===== config.mk =====
export PLATFORM = sky130hd
export DESIGN_NAME = report_arb
export DESIGN_NICKNAME = d
export VERILOG_FILES = /design/src/rtl/report_arb_pkg.sv /design/src/rtl/report_tbucket.sv /design/src/rtl/report_arb.sv
export SDC_FILE = /design/constraint.sdc
export NUM_CORES = 1
export LEC_CHECK = 0
export BUFFER_PORTS_ARGS = -buffer_cell sky130_fd_sc_hd__buf_4
export CAP_MARGIN = 20
export CELL_PAD_IN_SITES_DETAIL_PLACEMENT = 0
export CELL_PAD_IN_SITES_GLOBAL_PLACEMENT = 1
export CORE_MARGIN = 3
export CORE_UTILIZATION = 38
export CTS_CLUSTER_SIZE = 20
export DETAILED_ROUTE_END_ITERATION = 8
export PLACE_DENSITY_LB_ADDON = 0.15
export SLEW_MARGIN = 20
export SYNTH_ARGS = -nofsm -noshare
export SYNTH_HDL_FRONTEND = slang
export SYNTH_SLANG_ARGS = --single-unit
export TNS_END_PERCENT = 50

===== constraint.sdc =====
create_clock -name clk -period 7.7 [get_ports clk]
set_input_delay 0.77 -clock clk [delete_from_list [all_inputs] [get_ports clk]]
set_output_delay 0.77 -clock clk [all_outputs]
set_load 0.005 [all_outputs]

===== src/rtl/report_arb_pkg.sv =====
// report_arb_pkg -- shared datapath constants and types for the report
// arbiter: bus word width, header codes and the arbiter FSM encoding.
package report_arb_pkg;

    localparam int DATA_W    = 134;
    localparam int PAYLOAD_W = 132;
    localparam int HDR_MSB   = DATA_W - 1;
    localparam int HDR_LSB   = DATA_W - 2;

    localparam logic [1:0] HDR_HEAD = 2'b01;
    localparam logic [1:0] HDR_BODY = 2'b11;
    localparam logic [1:0] HDR_TAIL = 2'b10;

    localparam logic PORT_UD = 1'b0;
    localparam logic PORT_LR = 1'b1;

    typedef enum logic [1:0] {
        ST_IDLE      = 2'd0,
        ST_WAIT_HEAD = 2'd1,
        ST_XFER      = 2'd2
    } arb_state_e;

endpackage


===== src/rtl/report_tbucket.sv =====
// report_tbucket -- rate limiter for the lreport port.
//   clk, rst_n   : clock, async active-low reset
//   para         : cycles per token; 0 = unlimited (bucket held full)
//   consume      : deduct one token this cycle
//   token_avail  : at least one token available (or unlimited)
// The period in use is re-sampled from para only at a counter wrap, so a
// new rate starts cleanly on a period boundary.
module report_tbucket
    import report_arb_pkg::*;
#(
    parameter int TB_DEPTH = 8
) (
    input  logic        clk,
    input  logic        rst_n,
    input  logic [31:0] para,
    input  logic        consume,
    output logic        token_avail
);

    localparam logic [7:0] TOK_MAX = 8'(TB_DEPTH);

    logic [31:0] period_q;
    logic [31:0] cycle_cnt;
    logic [7:0]  tokens_q;
    logic [7:0]  tokens_d;
    logic        wrap;

    assign wrap        = (period_q != 32'd0) && (cycle_cnt == period_q - 32'd1);
    assign token_avail = (period_q == 32'd0) || (tokens_q != 8'd0);

    // A refill and a deduction in the same cycle cancel, even when full.
    always_comb begin
        tokens_d = tokens_q;
        if (wrap && !consume && (tokens_q < TOK_MAX))
            tokens_d = tokens_q + 8'd1;
        else if (!wrap && consume && (tokens_q != 8'd0))
            tokens_d = tokens_q - 8'd1;
    end

    always_ff @(posedge clk or negedge rst_n) begin
        if (!rst_n) begin
            period_q  <= 32'd0;
            cycle_cnt <= 32'd0;
            tokens_q  <= TOK_MAX;
        end else if (period_q == 32'd0) begin
            period_q  <= para;
            cycle_cnt <= 32'd0;
            tokens_q  <= TOK_MAX;
        end else begin
            if (wrap) begin
                cycle_cnt <= 32'd0;
                period_q  <= para;
            end else begin
                cycle_cnt <= cycle_cnt + 32'd1;
            end
            tokens_q <= tokens_d;
        end
    end

endmodule


===== src/rtl/report_arb.sv =====
// report_arb -- merges whole packets from the update/forward port (0) and
// the lreport port (1) onto one output bus.
//   clk, rst_n                 : clock, async active-low reset
//   ud_req / ud_gnt / ud_*     : port 0 request, grant pulse, packet bus
//   lr_req / lr_gnt / lr_*     : port 1 request, grant pulse, packet bus
//   out_*                      : merged packet bus, registered, 1-cycle latency
//   out_ready                  : downstream can take a whole packet
//   token_bucket_para          : port 1 cycles per token (0 = unlimited)
//   timeout_cnt                : saturating count of revoked grants
//
// state        | meaning
// ST_IDLE      | no packet owned; arbitrate when out_ready
// ST_WAIT_HEAD | grant issued, waiting up to WAIT_TO cycles for head word
// ST_XFER      | forwarding selected port until its tail word
module report_arb
    import report_arb_pkg::*;
#(
    parameter int TB_DEPTH = 8,
    parameter int WAIT_TO  = 16
) (
    input  logic              clk,
    input  logic              rst_n,
    input  logic              ud_req,
    output logic              ud_gnt,
    input  logic              ud_data_wr,
    input  logic [DATA_W-1:0] ud_data,
    input  logic              ud_data_valid,
    input  logic              ud_data_valid_wr,
    input  logic              lr_req,
    output logic              lr_gnt,
    input  logic              lr_data_wr,
    input  logic [DATA_W-1:0] lr_data,
    input  logic              lr_data_valid,
    input  logic              lr_data_valid_wr,
    output logic              out_data_wr,
    output logic [DATA_W-1:0] out_data,
    output logic              out_data_valid,
    output logic              out_data_valid_wr,
    input  logic              out_ready,
    input  logic [31:0]       token_bucket_para,
    output logic [15:0]       timeout_cnt
);

    localparam logic [15:0] WAIT_LOAD = 16'(WAIT_TO);

    arb_state_e        state_q, state_d;
    logic              sel_q, sel_d;
    logic              rr_q, rr_d;
    logic [15:0]       wait_q, wait_d;
    logic              ud_gnt_d, lr_gnt_d;
    logic              fwd;
    logic              timeout_hit;
    logic              consume;
    logic              token_avail;
    logic              ud_elig, lr_elig, pick;

    logic              sel_wr;
    logic [DATA_W-1:0] sel_data;
    logic              sel_valid;
    logic              sel_valid_wr;
    logic [1:0]        sel_hdr;

    assign sel_wr       = sel_q ? lr_data_wr       : ud_data_wr;
    assign sel_data     = sel_q ? lr_data          : ud_data;
    assign sel_valid    = sel_q ? lr_data_valid    : ud_data_valid;
    assign sel_valid_wr = sel_q ? lr_data_valid_wr : ud_data_valid_wr;
    assign sel_hdr      = sel_data[HDR_MSB:HDR_LSB];

    report_tbucket #(
        .TB_DEPTH (TB_DEPTH)
    ) u_tbucket (
        .clk         (clk),
        .rst_n       (rst_n),
        .para        (token_bucket_para),
        .consume     (consume),
        .token_avail (token_avail)
    );

    always_ff @(posedge clk or negedge rst_n) begin
        if (!rst_n) begin
            state_q <= ST_IDLE;
            sel_q   <= PORT_UD;
            rr_q    <= PORT_UD;
            wait_q  <= 16'd0;
        end else begin
            state_q <= state_d;
            sel_q   <= sel_d;
            rr_q    <= rr_d;
            wait_q  <= wait_d;
        end
    end

    always_comb begin
        state_d     = state_q;
        sel_d       = sel_q;
        rr_d        = rr_q;
        wait_d      = wait_q;
        ud_gnt_d    = 1'b0;
        lr_gnt_d    = 1'b0;
        fwd         = 1'b0;
        timeout_hit = 1'b0;
        consume     = 1'b0;
        ud_elig     = ud_req;
        lr_elig     = lr_req && token_avail;
        pick        = PORT_UD;

        case (state_q)
            ST_IDLE: begin
                if (out_ready && (ud_elig || lr_elig)) begin
                    pick     = (ud_elig && lr_elig) ? rr_q : lr_elig;
                    sel_d    = pick;
                    ud_gnt_d = (pick == PORT_UD);
                    lr_gnt_d = (pick == PORT_LR);
                    wait_d   = WAIT_LOAD;
                    state_d  = ST_WAIT_HEAD;
                end
            end
            ST_WAIT_HEAD: begin
                if (sel_wr && (sel_hdr == HDR_HEAD)) begin
                    fwd     = 1'b1;
                    // The token is charged once the granted source actually
                    // starts its packet, so a revoked grant leaves it intact.
                    consume = (sel_q == PORT_LR);
                    state_d = ST_XFER;
                end else if (wait_q <= 16'd1) begin
                    timeout_hit = 1'b1;
                    state_d     = ST_IDLE;
                end else begin
                    wait_d = wait_q - 16'd1;
                end
            end
            ST_XFER: begin
                if (sel_wr) begin
                    fwd = 1'b1;
                    if (sel_hdr == HDR_TAIL) begin
                        rr_d    = ~sel_q;
                        state_d = ST_IDLE;
                    end
                end
            end
            default: state_d = ST_IDLE;
        endcase
    end

    always_ff @(posedge clk or negedge rst_n) begin
        if (!rst_n) begin
            ud_gnt            <= 1'b0;
            lr_gnt            <= 1'b0;
            out_data_wr       <= 1'b0;
            out_data          <= '0;
            out_data_valid    <= 1'b0;
            out_data_valid_wr <= 1'b0;
            timeout_cnt       <= 16'd0;
        end else begin
            ud_gnt            <= ud_gnt_d;
            lr_gnt            <= lr_gnt_d;
            out_data_wr       <= fwd;
            out_data          <= fwd ? sel_data : '0;
            out_data_valid    <= fwd && sel_valid;
            out_data_valid_wr <= fwd && sel_valid_wr;
            if (timeout_hit && (timeout_cnt != 16'hFFFF))
                timeout_cnt <= timeout_cnt + 16'd1;
        end
    end

endmodule


**After elaboration in Yosys (flattened, before gate mapping)**

Index checks and enable logic that the tools add are counted.

- ROM bits: 0
- Memories kept: 0
- Word-level logic and storage cells: 98
- Latch bits: 0
- Flip-flop bits (word level): 247
- Memory bits (writable): 0

- Div/mod/pow operators: 0
- Equal/unequal tests: 12
- Mux-type cells: 35
- Shifts and indexed selects: 0
- $mul: 0
- Reduce and logical (&&, ||, !) cells: 27
- $add $sub $neg: 6
- Magnitude comparators: 2
- Bitwise logic cells: 2

Operators by type and width:

| operator | number |
|---|---|
| $mux 134 | 2 |
| $mux 32 | 4 |
| $mux 16 | 3 |
| $add 32x1->32 const B | 1 |
| $eq 32x32->1 | 1 |
| $logic_not 32->1 | 1 |
| $pmux 16 s2 | 1 |
| $reduce_bool 32->1 | 1 |
| $sub 32x1->32 const B | 1 |
| $mux 8 | 3 |
| $add 16x1->16 const B | 1 |
| $le 16x1->1 const B | 1 |
| $ne 16x16->1 const B | 1 |
| $sub 16x1->16 const B | 1 |
| $mux 1 | 15 |
| $logic_and 1x1->1 | 12 |
| $mux 2 | 5 |
| $ne 2x2->1 const B | 5 |
| $add 8x1->8 const B | 1 |
| $lt 8x4->1 const B | 1 |
| $reduce_and 4->1 | 2 |
| $reduce_bool 8->1 | 1 |
| $sub 8x1->8 const B | 1 |
| $pmux 2 s3 | 1 |
| other kinds (12) | 18 |

**Depth between registers and ports, before layout**

Gate-level depths: netlist (run 1).

- Depth after elaboration: 10
- Depth in mapped cells: 20

**By module**

Synthesis (run 1) repeated with hierarchy kept, for this count alone.

- Cells, all modules: 1125
- Area, all modules: 12248.0 sq um

By module, submodules not included:

| module | sequential area each (sq um) | cells an instance | area an instance (sq um) | times used |
|---|---|---|---|---|
| report_arb | 4379.2 | 651 | 7556.0 | 1 |
| report_tbucket | 1803.0 | 474 | 4692.0 | 1 |

**Worst setup path before layout (run 1)**

Ideal clock, no wire load.

- Path kind: reg2reg
- From: register u_tbucket.period_q[23]
- To: register u_tbucket.tokens_q[7]
- Path buffers: 0
- Arrival: 4.333 ns
- Setup time: 0.079 ns
- Cell stages (with the launch flop): 19
- Clock period less this slack: 4.413 ns
- Slack: 3.287 ns
- Cells stage by stage: dfrtp_1 -> or4_4 -> or4_1 -> nor3_2 -> xnor2_1 -> nand4b_1 -> nor4_1 -> nand4_1 -> or3_1 -> ha_1 -> a21o_1 -> a21oi_1 -> o21bai_1 -> a21oi_1 -> nor2_1 -> a211oi_1 -> nor2_1 -> mux2i_1 -> mux2i_1

- Cells in the longest elaborated chain, start to end: 7
- Elaborated cells on any way between the ends: 13
- Classes of those cells: add/sub: 1; eq/ne: 1; mux: 2; reduce/logical: 9

Ends and longest elaborated chain:

| element | line | RTL |
|---|---|---|
| from (decl) | report_tbucket.sv:22 | `logic [31:0] period_q;` |
| from (signal assigned) | report_tbucket.sv:46 | `period_q <= para;` |
| from (signal assigned) | report_tbucket.sv:52 | `period_q <= para;` |
| $sub 32x1->32 | report_tbucket.sv:28 | `assign wrap = (period_q != 32'd0) && (cycle_cnt == period_q - 32'd1);` |
| $eq 32x32->1 | report_tbucket.sv:28 |  |
| $logic_and 1x1->1 | report_tbucket.sv:28 |  |
| $logic_and 1x1->1 / $logic_not 1->1 (equally long branches) | report_tbucket.sv:34, report_tbucket.sv:36 |  |
| $logic_and 1x1->1, on equally long branches | report_tbucket.sv:34, report_tbucket.sv:36 |  |
| $mux 8 / $logic_and 1x1->1 (equally long branches) | report_tbucket.sv:34, report_tbucket.sv:36 |  |
| $mux 8 / $reduce_bool 3->1 (equally long branches) | n/a |  |
| to (signal assigned) | report_tbucket.sv:56 | `tokens_q <= tokens_d;` |
| to (decl) | report_tbucket.sv:24 | `logic [7:0] tokens_q;` |

Parallel ways exist; a longest one is shown, timed or not.
A chain may end at the register's enable or synchronous reset.

**Worst setup path in the final report (run 1)**

- From: register u_tbucket.period_q[0]
- To: register u_tbucket.tokens_q[7]

Same word-level chain as after synthesis.

==> results of run 1 <==
critical path, stage by stage (launching register included):
cell and delay, ps:
sky130_fd_sc_hd__dfrtp_1 450, sky130_fd_sc_hd__inv_1 90, sky130_fd_sc_hd__ha_1 190, sky130_fd_sc_hd__nor4b_1 460
sky130_fd_sc_hd__nand2_1 280, sky130_fd_sc_hd__nor4_1 330, sky130_fd_sc_hd__a31oi_1 80, sky130_fd_sc_hd__or3_1 400
sky130_fd_sc_hd__nor4_1 180, sky130_fd_sc_hd__nand4_1 180, sky130_fd_sc_hd__or3_1 530, sky130_fd_sc_hd__ha_1 320
sky130_fd_sc_hd__a21o_1 170, sky130_fd_sc_hd__a21oi_1 210, sky130_fd_sc_hd__o21bai_1 90, sky130_fd_sc_hd__a21oi_1 230
sky130_fd_sc_hd__nor2_1 80, sky130_fd_sc_hd__a211oi_1 270, sky130_fd_sc_hd__nor2_1 70, sky130_fd_sc_hd__mux2i_1 160
sky130_fd_sc_hd__mux2i_1 210
stage by stage:
stage	power, mW	instances	util [%]	hold slack [ps]	instance area, sq um
floorplan	2.47	1134	-	472	12100
global placement	2.98	1945	51.4	495	15900
detailed placement	3.01	1945	51.4	487	15900
CTS	4.43	1995	54.5	313	16900
global route	4.62	1998	54.5	326	16900
finish	4.37	1998	54.5	249	16900
per-layer routing:
layer | up-vias | share of wire [%] | wire [um] | GRT usage (%)
met5 | - | 0.20 | 84 | 0
met4 | 10 | 2.7 | 1140 | 6.20
met3 | 62 | 8.2 | 3430 | 8.39
met2 | 298 | 48 | 20100 | 39.3
met1 | 4961 | 41 | 17200 | 30.6
li1 | 4797 | - | - | -
report_power, final:
part	switching [mW]	total [mW]	internal, mW	leakage (nW)
Combinational	0.666	1.35	0.680	5.01
Sequential	0.164	1.62	1.46	3.31
Clock	0.534	1.40	0.868	0.470
Total	1.37	4.37	3.01	8.79
cell families (layout without fill, tap and decap cells):
| group | count (synthesis) | count (layout) | share of synthesized area (%) |
|---|---|---|---|
| XOR/XNOR | 92 | 92 | 6.65 |
| AO/OA/AOI/OAI | 88 | 88 | 4.91 |
| other | 0 | 3 | 0 |
| AND/OR/NAND/NOR | 423 | 423 | 16.9 |
| multiplexers | 188 | 188 | 16.1 |
| adder cells (fa/ha/maj) | 15 | 15 | 1.61 |
| buffers and inverters | 81 | 546 | 2.87 |
| flip-flops | 247 | 247 | 51.0 |
area by class of cell:
cell class	count	area, sq um
antenna	3	7.51
tap	396	495
sequential	247	6190
clock buffer	41	821
fill	2783	14100
multi-input combinational	806	5600
inverter	26	97.6
timing repair buffer	470	3550
clock inverter	9	150
flip-flops by register name, indices dropped and copies added, names as in the netlist, 2 cells and up:
register / flops
out_data: 134
state_q: 2
timeout_cnt: 16
u_tbucket.cycle_cnt: 32
u_tbucket.period_q: 32
u_tbucket.tokens_q: 8
wait_q: 16
cell usage after synthesis (14+ instances only):
library cell | n | share of area [%]
sky130_fd_sc_hd__clkbuf_1 | 41 | 1.3
sky130_fd_sc_hd__a21oi_1 | 16 | 0.66
sky130_fd_sc_hd__and3_1 | 14 | 0.72
sky130_fd_sc_hd__nor3_1 | 21 | 0.87
sky130_fd_sc_hd__xor2_1 | 37 | 2.7
sky130_fd_sc_hd__nand3_1 | 28 | 1.2
sky130_fd_sc_hd__dfrtp_1 | 246 | 51
sky130_fd_sc_hd__xnor2_1 | 55 | 4.0
sky130_fd_sc_hd__a22o_1 | 15 | 1.1
sky130_fd_sc_hd__mux2i_1 | 150 | 12
sky130_fd_sc_hd__nand2_1 | 60 | 1.9
sky130_fd_sc_hd__nor2_1 | 212 | 6.6
sky130_fd_sc_hd__ha_1 | 14 | 1.4
sky130_fd_sc_hd__inv_1 | 26 | 0.81
sky130_fd_sc_hd__mux2_2 | 36 | 3.3
sky130_fd_sc_hd__o21ai_0 | 20 | 0.83
sky130_fd_sc_hd__nand4_1 | 15 | 0.77
layout by cell type, fill, tap and decap left out, types with 7 or more instances in the layout:
master                      Yosys  final
sky130_fd_sc_hd__a22o_1        15     15
sky130_fd_sc_hd__and3_1        14     14
sky130_fd_sc_hd__nand2_1       60     59
sky130_fd_sc_hd__clkbuf_16      0     29
sky130_fd_sc_hd__xnor2_1       55     55
sky130_fd_sc_hd__mux2_2        36     36
sky130_fd_sc_hd__or4_1          9      9
sky130_fd_sc_hd__o21ai_0       20     20
sky130_fd_sc_hd__nor2_1       212    212
sky130_fd_sc_hd__buf_4          3    468
sky130_fd_sc_hd__nand3_1       28     28
sky130_fd_sc_hd__or3_1         10     10
sky130_fd_sc_hd__a21oi_1       16     16
sky130_fd_sc_hd__dfrtp_1      246    245
sky130_fd_sc_hd__a21o_1         8      8
sky130_fd_sc_hd__nor4_1        12     12
sky130_fd_sc_hd__clkbuf_1      41      7
sky130_fd_sc_hd__ha_1          14     14
sky130_fd_sc_hd__nor3_1        21     21
sky130_fd_sc_hd__nand4_1       15     15
sky130_fd_sc_hd__inv_1         26     26
sky130_fd_sc_hd__a31oi_1        8      8
sky130_fd_sc_hd__mux2i_1      150    150
sky130_fd_sc_hd__xor2_1        37     37
final timing paths:
check | startpoint | end | depth (start not counted)
setup / recovery | u_tbucket.period_q[0] | u_tbucket.tokens_q[7] | 20
hold / removal | rst_n | out_data[63] | 1
setup reg to reg | u_tbucket.period_q[0] | u_tbucket.tokens_q[7] | 20
hold reg to reg | timeout_cnt[10] | timeout_cnt[10] | 1
max in group asynchronous | rst_n | sel_q | 2
min in group clk | ud_req | lr_gnt | 2
==> summary.md, run 1 <==
The effective utilization at floorplan is 39.1%, and the number of synthesis warnings is 0. A synthesized cell averages 10.7 sq um. Post-placement setup slack: 2600 ps. Of all nets on the critical path, the largest fanout is 7. The cell area that synthesis handed to floorplanning was 0.0121 sq mm. Dividing the detail-routed wire length by the instance count gives 21.0 um.

After layout, the minimum clock period comes to 5070 ps. The most used flip-flop cell after synthesis is sky130_fd_sc_hd__dfrtp_1. Max-slew violation count: 0. The tools report the number of cells produced by synthesis as 1,134.

TritonCTS built the clock tree. The number of distinct library cells after synthesis is 63. The buffer depth of the longest clock path is 3. The tools report the type of origin of the critical path as a flip-flop. The total routing resource utilization after global routing is 24.0%. The power per standard cell area came out at 259 mW/mm^2.

From left edge to right edge, the die measures 185 um. Post-CTS repair timing setup buffer count: 0. Clock-pin slew was measured on the worst setup and hold paths at 50 ps. The logs give 0 for the global route total overflow and 2630 ps for the reg-to-reg setup timing slack.

VDD sags by at most 0.184 mV. Summing the sequential cell areas from Yosys gives 51.0% of the chip area. For this design the static power due to leakage is 8.79 nW. Clock skew on the completed layout was measured at 9.69 ps.

After floorplanning, the core was divided into 64 placement rows. The number of cells upsized or downsized after cts was 0. The number of storage elements in the synthesis netlist works out to 247. The number of detailed-routing iterations run before antenna repair was 5; the layout overhead on the synthesized area was 39.5%.

Dividing the detail-routed via count by the number of cells gives 5.07. The flow ran to the end, and the final reports show no timing, DRC or antenna violations. The tool flagged a number of max-cap violations equal to 0. The number of nets in the synthesized netlist was 1,460. The number of routed nets with antenna violations came out at 0.

At the later pin of the worst-skew pair, clock insertion delay measures 550 ps. The count of flip-flops with a built-in enable after synthesis was 0. The tree built by TritonCTS fans out to 247 sinks.

For the final count of hold timing violations, the log shows 0. For this block, the initial DRC count from the detailed router was 552. The number of global-route vias before repair came out at 10,300. STA classifies the critical path endpoint as a flip-flop. For the required time at the worst-slack endpoint, the log shows 8160 ps. The critical path is of the flip-flop to flip-flop type. Detailed routing inserted a total of 10,100 vias. Setup repair after global routing left no endpoint under its margin. After the last flow step, the layout net total stands at 1,906. The residual DRC count is 0.

The floorplan step defined a core boundary enclosing 0.0310 sq mm. The logs give 137 for the maximum number of pins on one net before global-route repair and 1 for the deepest level of the CTS H-tree. The logs give 466 for the number of primary I/O pins and 5530 ps for the arrival time of data at the critical path endpoint. At the end of routability-driven placement, the weighted congestion stood at 0.957. The count of buffers added on input and output ports is 465. The die is 185 um tall. Aggregate routed wire length: 41,900 um. The global-route wire length before repair came out at 62,100 um.

TritonCTS created 29 clock buffers. Derived from the worst setup path, the maximum achievable clock frequency is 197 MHz. The post-DP HPWL is 32,400 um, and the count of final setup violators is 0. After clock tree synthesis, the flow added hold-fix buffers numbering 0. After layout, the worst path uses 65.9% of the clock period. Cells with a size suffix above 1 make up 35.6% of the layout. The initial antenna violation count is 8.

In this run the worst hold path is classified as input port to async pin. The actual transition at the worst max-transition pin was 909 ps. Async set-or-reset flop fraction in the synthesized netlist: 100%. Across all setup checks in the final design, the least slack found is 2630 ps.

The die covers 0.0341 sq mm. The root buffer cell chosen for the clock tree is sky130_fd_sc_hd__clkbuf_16. The run gives 39.1% as the worst slew margin relative to its limit. Summed over all failing endpoints, the final setup total negative slack is 0 ps.
Power figures use the tool's default switching activity.
==> run 2, diff against run 1 <==
--- a/config.mk
+++ b/config.mk
@@ -10,7 +10,7 @@
 export CELL_PAD_IN_SITES_DETAIL_PLACEMENT = 0
 export CELL_PAD_IN_SITES_GLOBAL_PLACEMENT = 1
 export CORE_MARGIN = 3
-export CORE_UTILIZATION = 38
+export CORE_UTILIZATION = 37
 export CTS_CLUSTER_SIZE = 20
 export DETAILED_ROUTE_END_ITERATION = 8
 export PLACE_DENSITY_LB_ADDON = 0.15
==> constraint.sdc (replaced) <==
create_clock -name clk -period 5 [get_ports clk]
set_input_delay 0.5 -clock clk [delete_from_list [all_inputs] [get_ports clk]]
set_output_delay 0.5 -clock clk [all_outputs]
set_load 0.005 [all_outputs]
==> summary.md, run 2 (synthesis results as in run 1) <==
The signal on the critical path passes through or4_4 > or4_1 > nor3_2 > xnor2_1 > nand4b_1 > nor4_2 > nand4_1 > or3_4 > ha_1 > a21o_1 > a21oi_2 > o21bai_1 > a21oi_2 > nor2_1 > a211oi_2 > nor2_1 > mux2i_1 > mux2i_1. The tools report the count of final setup violators as 0 (unchanged). The run gives 0.930 (-2.8%) as the global placement routability congestion. The critical path buffer and inverter count is 0 (-1), and the maximum frequency from static timing analysis is 219 MHz (+11%).

Number of placed instances, taps included: 2,008 (+3.2%). For the final critical-path setup slack, the log shows 440 ps (-2190 ps). The nature of the critical path endpoint is a flip-flop. The final-layout worst hold slack is -56.8 ps (-306 ps), and the wire length per cell after detailed routing is 20.5 um (-2.3%). The register clock-pin slew on the reported worst setup and hold paths is 60 ps (about the same). Standard cell area after detailed placement: 0.0162 sq mm (+1.6%).

In this run the critical register-to-register path is captured at u_tbucket.tokens_q[7]. The cell sitting at the root of the clock tree is a sky130_fd_sc_hd__clkbuf_16. The number of gates on the worst path with buffers counted came out at 18 (-10%).

The insertion delay of the later-clocked pin in the worst-skew pair is 570 ps (+20 ps). TritonCTS built the clock tree. The arrival time of data at the critical path endpoint was 5040 ps (-490 ps).

The global-route wire length before repair was 64,900 um (+4.4%); the max capacitance violation total was 0 (unchanged). Setup repair after global routing left no endpoint under its margin. The core footprint came out at 0.0319 sq mm (+2.9%). The design area was 0.0173 sq mm (+2.3%). On the critical path the largest part of the delay comes from simple AND/OR/NAND/NOR gates. The post-route clock skew was 10.7 ps (+1.05 ps).

The class of the most critical setup path was flip-flop to flip-flop. The tools report the global-route met2 utilization as 40.3% (+1.1 points). In this run the most used layer during global routing was met2. The number of primary I/O pins is 466 (unchanged). The total number of vias came out at 10,200 (+0.50%). The run gives 5480 ps (-2680 ps) as the required time at the worst-slack endpoint. Max-slew violation count: 0 (unchanged). Die boundary width: 187 um (+1.3%).

The met1 layer usage reported by global route was 29.9% (-0.71 points). The largest registers in the layout are out_data (134), u_tbucket.cycle_cnt (32), u_tbucket.period_q (32). The maximum number of pins on one net before global-route repair was 120 (-12%); the height of the die was 187 um (+1.3%).

The final count of hold timing violations came out at 8 (+8). The run gives 0 ps (unchanged) as the setup TNS after final layout. The path category of the worst min-delay check was input port to async pin. The final cycle utilization of the critical path was 91.2% (+25 points); the leakage dissipation was 8.97 nW (+2.1%).

The run gives 10,400 (+1.2%) as the number of global-route vias before repair. The deepest level of the CTS H-tree is 1 (unchanged). The worst setup path is launched from a flip-flop. The number of detailed-routing iterations run before antenna repair is 5 (unchanged), and the aggregate routed wire length is 42,400 um (+1.1%). The launch point of the worst reg-to-reg path was u_tbucket.period_q[23]. The maximum fanout encountered on the critical timing path was 4 (-3). The post-placement setup slack was 249 ps (-2360 ps); the residual DRC count was 0 (unchanged). The ratio of routed vias to standard cells was 4.92 (-2.9%); the number of flip-flops in the largest register was 134 (unchanged). The run gives 0 (unchanged) as the number of buffers inserted for hold repair after clock tree synthesis. The slowest stage of the critical path is the sky130_fd_sc_hd__or4_4 cell. The number of buffers created by CTS is 30 (+3.4%), and the post-route total power is 6.95 mW (+59%). The actual transition at the worst max-transition pin works out to 989 ps (+79.8 ps). The logs give 23.9% (-0.18 points) for the total routing resource utilization after global routing and 3 (unchanged) for the buffer depth of the longest clock path. The initial antenna violation count came out at 4 (-4).

The flow ran to the end, but the final reports show violations. The number of I/O port buffers was 465 (unchanged). For the initial DRC count, the log shows 519 (-6.0%). The number of placement rows was 65 (+1.6%); the number of cells on the worst reg-to-reg path was 18 (-10%). The power per standard cell area is 402 mW/mm^2 (+55%), and the end-of-flow core utilization is 54.2% (-0.31 points). The run gives 0 (unchanged) as the number of cells upsized or downsized after cts. The effective utilization at floorplan is 38.0% (-1.1 points), and the clock sink count is 247 (unchanged).

The layout overhead on the synthesized area came out at 42.7%. The most common library cell in the layout ignoring fill and taps is sky130_fd_sc_hd__buf_4. The global route total overflow came out at 0 (unchanged). The post-CTS repair timing setup buffer count came out at 0 (unchanged). The number of routed nets with antenna violations is 0 (unchanged), and the area enclosed by the die boundary is 0.0349 sq mm (+2.6%).

In the layout the commonest cells are sky130_fd_sc_hd__buf_4 (490), sky130_fd_sc_hd__dfrtp_1 (245), sky130_fd_sc_hd__nor2_1 (212). The post-DP HPWL was 33,200 um (+2.4%). The number of standard cells in the final layout excluding fillers is 2,067 (+3.5%), and the critical path's largest stage delay is 550 ps (+20 ps).

For the final net count, the log shows 1,931 (+1.3%). The share of cells above drive strength 1 was 37.3% (+1.7 points). The checks that failed: negative hold slack. Register with the highest flop count: out_data. The logs give 7.68% (-0.70 points) for the fraction of met3 tracks used by global routing and 34.1% (-5.0 points) for the worst slew margin relative to its limit. Time the worst path needs with I/O delays and setup: 4560 ps (-511 ps). The worst voltage drop across the vdd grid was 0.263 mV (+43%); the reg-to-reg setup timing slack was 440 ps (-2190 ps).
## run 2: cell types whose count changed in the layout (fill, tap and decap cells not counted), moves of 2 or more
cell / before / now
sky130_fd_sc_hd__a21oi_1: 16 / 14
sky130_fd_sc_hd__clkinv_2: 3 / 5
sky130_fd_sc_hd__a21oi_2: 0 / 2
sky130_fd_sc_hd__buf_4: 468 / 490
sky130_fd_sc_hd__buf_12: 1 / 3
## run 2: where the power goes
part	internal (mW)	total, mW	switching, mW
Clock	1.44	2.32	0.884
Combinational	1.08	2.21	1.12
Sequential	2.25	2.41	0.166
## run 2: final cells by class
class	instances	area [sq um]
antenna	3	7.51
clock buffer	41	842
clock inverter	15	226
fill	2929	14600
inverter	26	97.6
multi-input combinational	806	5630
sequential	247	6190
tap	435	544
timing repair buffer	494	3750
## run 2: how the worst max path moves through the flow
stage	startpoint	end	slack [ps]
2_1_floorplan	u_tbucket.period_q[23]	u_tbucket.tokens_q[7]	590
3_3_place_gp	u_tbucket.period_q[23]	u_tbucket.tokens_q[7]	290
3_5_place_dp	u_tbucket.period_q[24]	u_tbucket.tokens_q[7]	250
4_1_cts	u_tbucket.period_q[24]	u_tbucket.tokens_q[7]	230
5_1_grt	u_tbucket.period_q[23]	u_tbucket.tokens_q[7]	80
6_report	u_tbucket.period_q[23]	u_tbucket.tokens_q[7]	440
## run 2: per-layer routing
metal | vias up | routed length [um]
li1 | 4858 | -
met1 | 5001 | 17500
met2 | 274 | 21100
met3 | 44 | 3080
met4 | 2 | 765
met5 | - | 17
==> run 3, diff against run 2 <==
--- a/config.mk
+++ b/config.mk
@@ -13,7 +13,7 @@
 export CORE_UTILIZATION = 37
 export CTS_CLUSTER_SIZE = 20
 export DETAILED_ROUTE_END_ITERATION = 8
-export PLACE_DENSITY_LB_ADDON = 0.15
+export PLACE_DENSITY = 0.78
 export SLEW_MARGIN = 20
 export SYNTH_ARGS = -nofsm -noshare
 export SYNTH_HDL_FRONTEND = slang
==> summary.md, run 3 (synthesis results as in run 1) <==
Leaving out fill and tap cells, the most frequent cells in the layout are sky130_fd_sc_hd__buf_4 (485), sky130_fd_sc_hd__dfrtp_1 (245), sky130_fd_sc_hd__nor2_1 (212). The number of routed nets with antenna violations was 0 (unchanged); the leakage dissipation was 8.94 nW (-0.34%). The run gives 11.6 ps (+0.908 ps) as the post-route clock skew.

The logs give 0.0162 sq mm (-0.15%) for the standard cell area after detailed placement and 215 MHz (-1.8%) for the maximum frequency from static timing analysis. The worst hold path belongs to the class input port to async pin. The most common library cell in the layout ignoring fill and taps is sky130_fd_sc_hd__buf_4. The tools report the total number of vias as 10,200 (+0.13%). The count of final setup violators is 0 (unchanged). The actual transition at the worst max-transition pin works out to 1080 ps (+87.7 ps). The initial DRC count is 521 (+0.39%). The setup TNS after final layout was 0 ps (unchanged); the ratio of routed vias to standard cells was 4.94 (+0.22%).

The power per standard cell area is 403 mW/mm^2 (+0.22%). The launching element of the worst setup path was u_tbucket.period_q[25]. Critical path's largest stage delay: 530 ps (-20 ps). From synthesis to final layout, the design area changed by 42.5%.

The number of flip-flops in the largest register is 134 (unchanged). The logs give 65 (unchanged) for the number of placement rows and 44,200 um (+4.2%) for the aggregate routed wire length. Setup repair after global routing left no endpoint under its margin. Number of primary I/O pins: 466 (unchanged).

End of the worst register-to-register path: u_tbucket.tokens_q[7]. In this run the critical register-to-register path is launched from u_tbucket.period_q[25]. The critical path goes through or4_4 > or4_1 > nor2_1 > xor2_1 > a31oi_1 > nor4b_1 > nand4_1 > or3_1 > buf_4 > ha_1 > a21oi_1 > o21bai_1 > a21oi_1 > nor2_1 > a211oi_1 > nor2_1 > mux2i_1 > mux2i_1. Critical path buffer and inverter count: 1 (+1). The final cycle utilization of the critical path is 92.9% (+1.7 points). The setup path with the least slack is of type flip-flop to flip-flop. The end-of-flow core utilization is 54.1% (-0.11 points), and the final net count is 1,927 (-0.21%). Share of cells above drive strength 1: 37.2% (-0.093 points). The time the worst path needs with I/O delays and setup is 4650 ps (+85.7 ps). The library cell contributing the largest single delay on the critical path is sky130_fd_sc_hd__or4_4. The run gives 3 (unchanged) as the buffer depth of the longest clock path. Number of buffers created by CTS: 30 (unchanged). In the final layout, the registers with the most flip-flops are out_data (134), u_tbucket.cycle_cnt (32), u_tbucket.period_q (32). The tools report the clock sink count as 247 (unchanged). The family with the most delay on the worst path was simple AND/OR/NAND/NOR gates. The worst slew margin relative to its limit came out at 28.2% (-5.8 points).

The end of the critical path was u_tbucket.tokens_q[7]. The die boundary width is 187 um (unchanged), and the design area is 0.0173 sq mm (-0.20%). The max-slew violation count is 0 (unchanged). The logs give 12 (+4) for the final count of hold timing violations and 34,700 um (+4.7%) for the post-DP HPWL.

The cell-internal power came out at 4.73 mW (-0.73%). The height of the die was 187 um (unchanged). The number of I/O port buffers was 465 (unchanged). For the sequential power share, the log shows 35.3% (+0.5 points). Global route total overflow: 0 (unchanged). The number of gates on the worst path with buffers counted is 18 (unchanged), and the arrival time of data at the critical path endpoint is 5140 ps (+100 ps). The tools report the global placement routability congestion as 0.925 (-0.56%). The run gives 38.0% (unchanged) as the effective utilization at floorplan. The register clock-pin slew on the reported worst setup and hold paths is 60 ps (about the same). The tools report the max capacitance violation total as 0 (unchanged). The most numerous cell on the critical path was sky130_fd_sc_hd__nor2_1.

The wire length per cell after detailed routing works out to 21.4 um (+4.3%). The run gives 6.95 mW (about the same) as the post-route total power. The deepest level of the CTS H-tree is 1 (unchanged).

The core footprint came out at 0.0319 sq mm (unchanged). In this run the clock root is driven by a sky130_fd_sc_hd__clkbuf_16. The tools report the required time at the worst-slack endpoint as 5490 ps (about the same). The maximum fanout encountered on the critical timing path works out to 5 (+1).

The checks that failed: negative hold slack. Power share of the clock group: 33.2% (-0.3 points). Register with the highest flop count: out_data.

The logs give 31.5% (-0.3 points) for the combinational fraction of design power and 0.0349 sq mm (unchanged) for the area enclosed by the die boundary. For the initial antenna violation count, the log shows 11 (+7). The global-route wire length before repair was 65,400 um (+0.82%); the insertion delay of the later-clocked pin in the worst-skew pair was 570 ps (about the same). The final-layout worst hold slack was -47.0 ps (+9.71 ps).

The power dissipated by switching net loads is 2.21 mW (+1.7%), and the share of total power consumed by net switching is 31.8% (+0.52 points). The residual DRC count is 0 (unchanged). The flow ran to the end, but the final reports show violations. The maximum number of pins on one net before global-route repair was 123 (+2.5%).

The number of cells on the worst reg-to-reg path is 18 (unchanged). TritonCTS built the clock tree. The run gives 2,906 (-0.79%) as the number of filler cells placed in the layout. Number of detailed-routing iterations run before antenna repair: 5 (unchanged).

The tools report the number of global-route vias before repair as 10,400 (+0.057%). The run gives 0.291 mV (+11%) as the worst voltage drop across the vdd grid. The type of origin of the critical path was a flip-flop. The run gives 0 (unchanged) as the number of buffers inserted for hold repair after clock tree synthesis. Total routing resource utilization after global routing: 24.5% (+0.61 points).

STA classifies the critical path endpoint as a flip-flop. The reg-to-reg setup timing slack came out at 350 ps (-90 ps).
==> run 3: changes by cell type in the layout (fill, tap and decap cells not counted), moves of 2 or more <==
cell and delta:
sky130_fd_sc_hd__bufinv_16 -2, sky130_fd_sc_hd__clkbuf_8 +4, sky130_fd_sc_hd__buf_4 -5, sky130_fd_sc_hd__a21oi_1 +2
sky130_fd_sc_hd__a21oi_2 -2, sky130_fd_sc_hd__clkinvlp_4 +5, sky130_fd_sc_hd__clkbuf_1 -6, sky130_fd_sc_hd__diode_2 +2
==> run 3: metrics by stage <==
step / instances / worst slack (ps)
final: 2065 / 355
after global routing: 2063 / 14.7
after CTS: 2059 / 303
after detailed placement: 2003 / 357
after global placement: 2003 / 384
after floorplan: 1134 / 587
==> run 3: what timing repair did <==
item,CTS,global route
endpoints found under the hold margin,0,0
setup endpoints to repair,0,1
gates resized for setup,0,2
buffers inserted,0,1
==> run 3: worst min path at each step <==
stage / start / cells past startpoint / slack, ps / end
global placement: timeout_cnt[10] / 1 / 490 / timeout_cnt[10]
CTS: rst_n / 1 / 10 / u_tbucket.cycle_cnt[0]
floorplan: rst_n / 0 / 200 / lr_gnt
detailed placement: state_q[1] / 2 / 500 / state_q[1]
global route: rst_n / 1 / 10 / u_tbucket.cycle_cnt[0]
finish: rst_n / 1 / -50 / u_tbucket.cycle_cnt[0]
==> run 3: final cells by class <==
cell class / count / area (sq um) / area share, %
clock inverter: 17 / 196 / 1.14
inverter: 26 / 97.6 / 0.566
antenna: 5 / 12.5 / 0.0725
tap: 435 / 544 / 3.15
clock buffer: 39 / 875 / 5.07
multi-input combinational: 806 / 5610 / 32.5
sequential: 247 / 6190 / 35.8
timing repair buffer: 490 / 3740 / 21.7
==> run 3: power by group through the flow <==
stage / Combinational, mW / Clock [mW] / Sequential (mW)
5_1_grt: 2.40 / 2.46 / 2.48
6_report: 2.19 / 2.31 / 2.45
3_3_place_gp: 2.17 / 0 / 2.48
3_5_place_dp: 2.20 / 0 / 2.48
4_1_cts: 2.21 / 2.37 / 2.45
2_1_floorplan: 1.38 / 0 / 2.42
==> run 3: layer usage <==
metal | wire [um] | global-route usage [%]
met5 | 106 | 0
met2 | 21700 | 41.2
met3 | 3860 | 9.54
met4 | 1290 | 7.18
met1 | 17300 | 29.1
==> run 3: worst register-to-register path: cells and delay by family (launching register included) <==
family	cells	cell delay, ps
compound gates	5	840
xor+xnor	1	150
fa+ha+maj	1	320
buf+inv	1	170
flops	1	430
mux	2	340
simple gates	8	2300
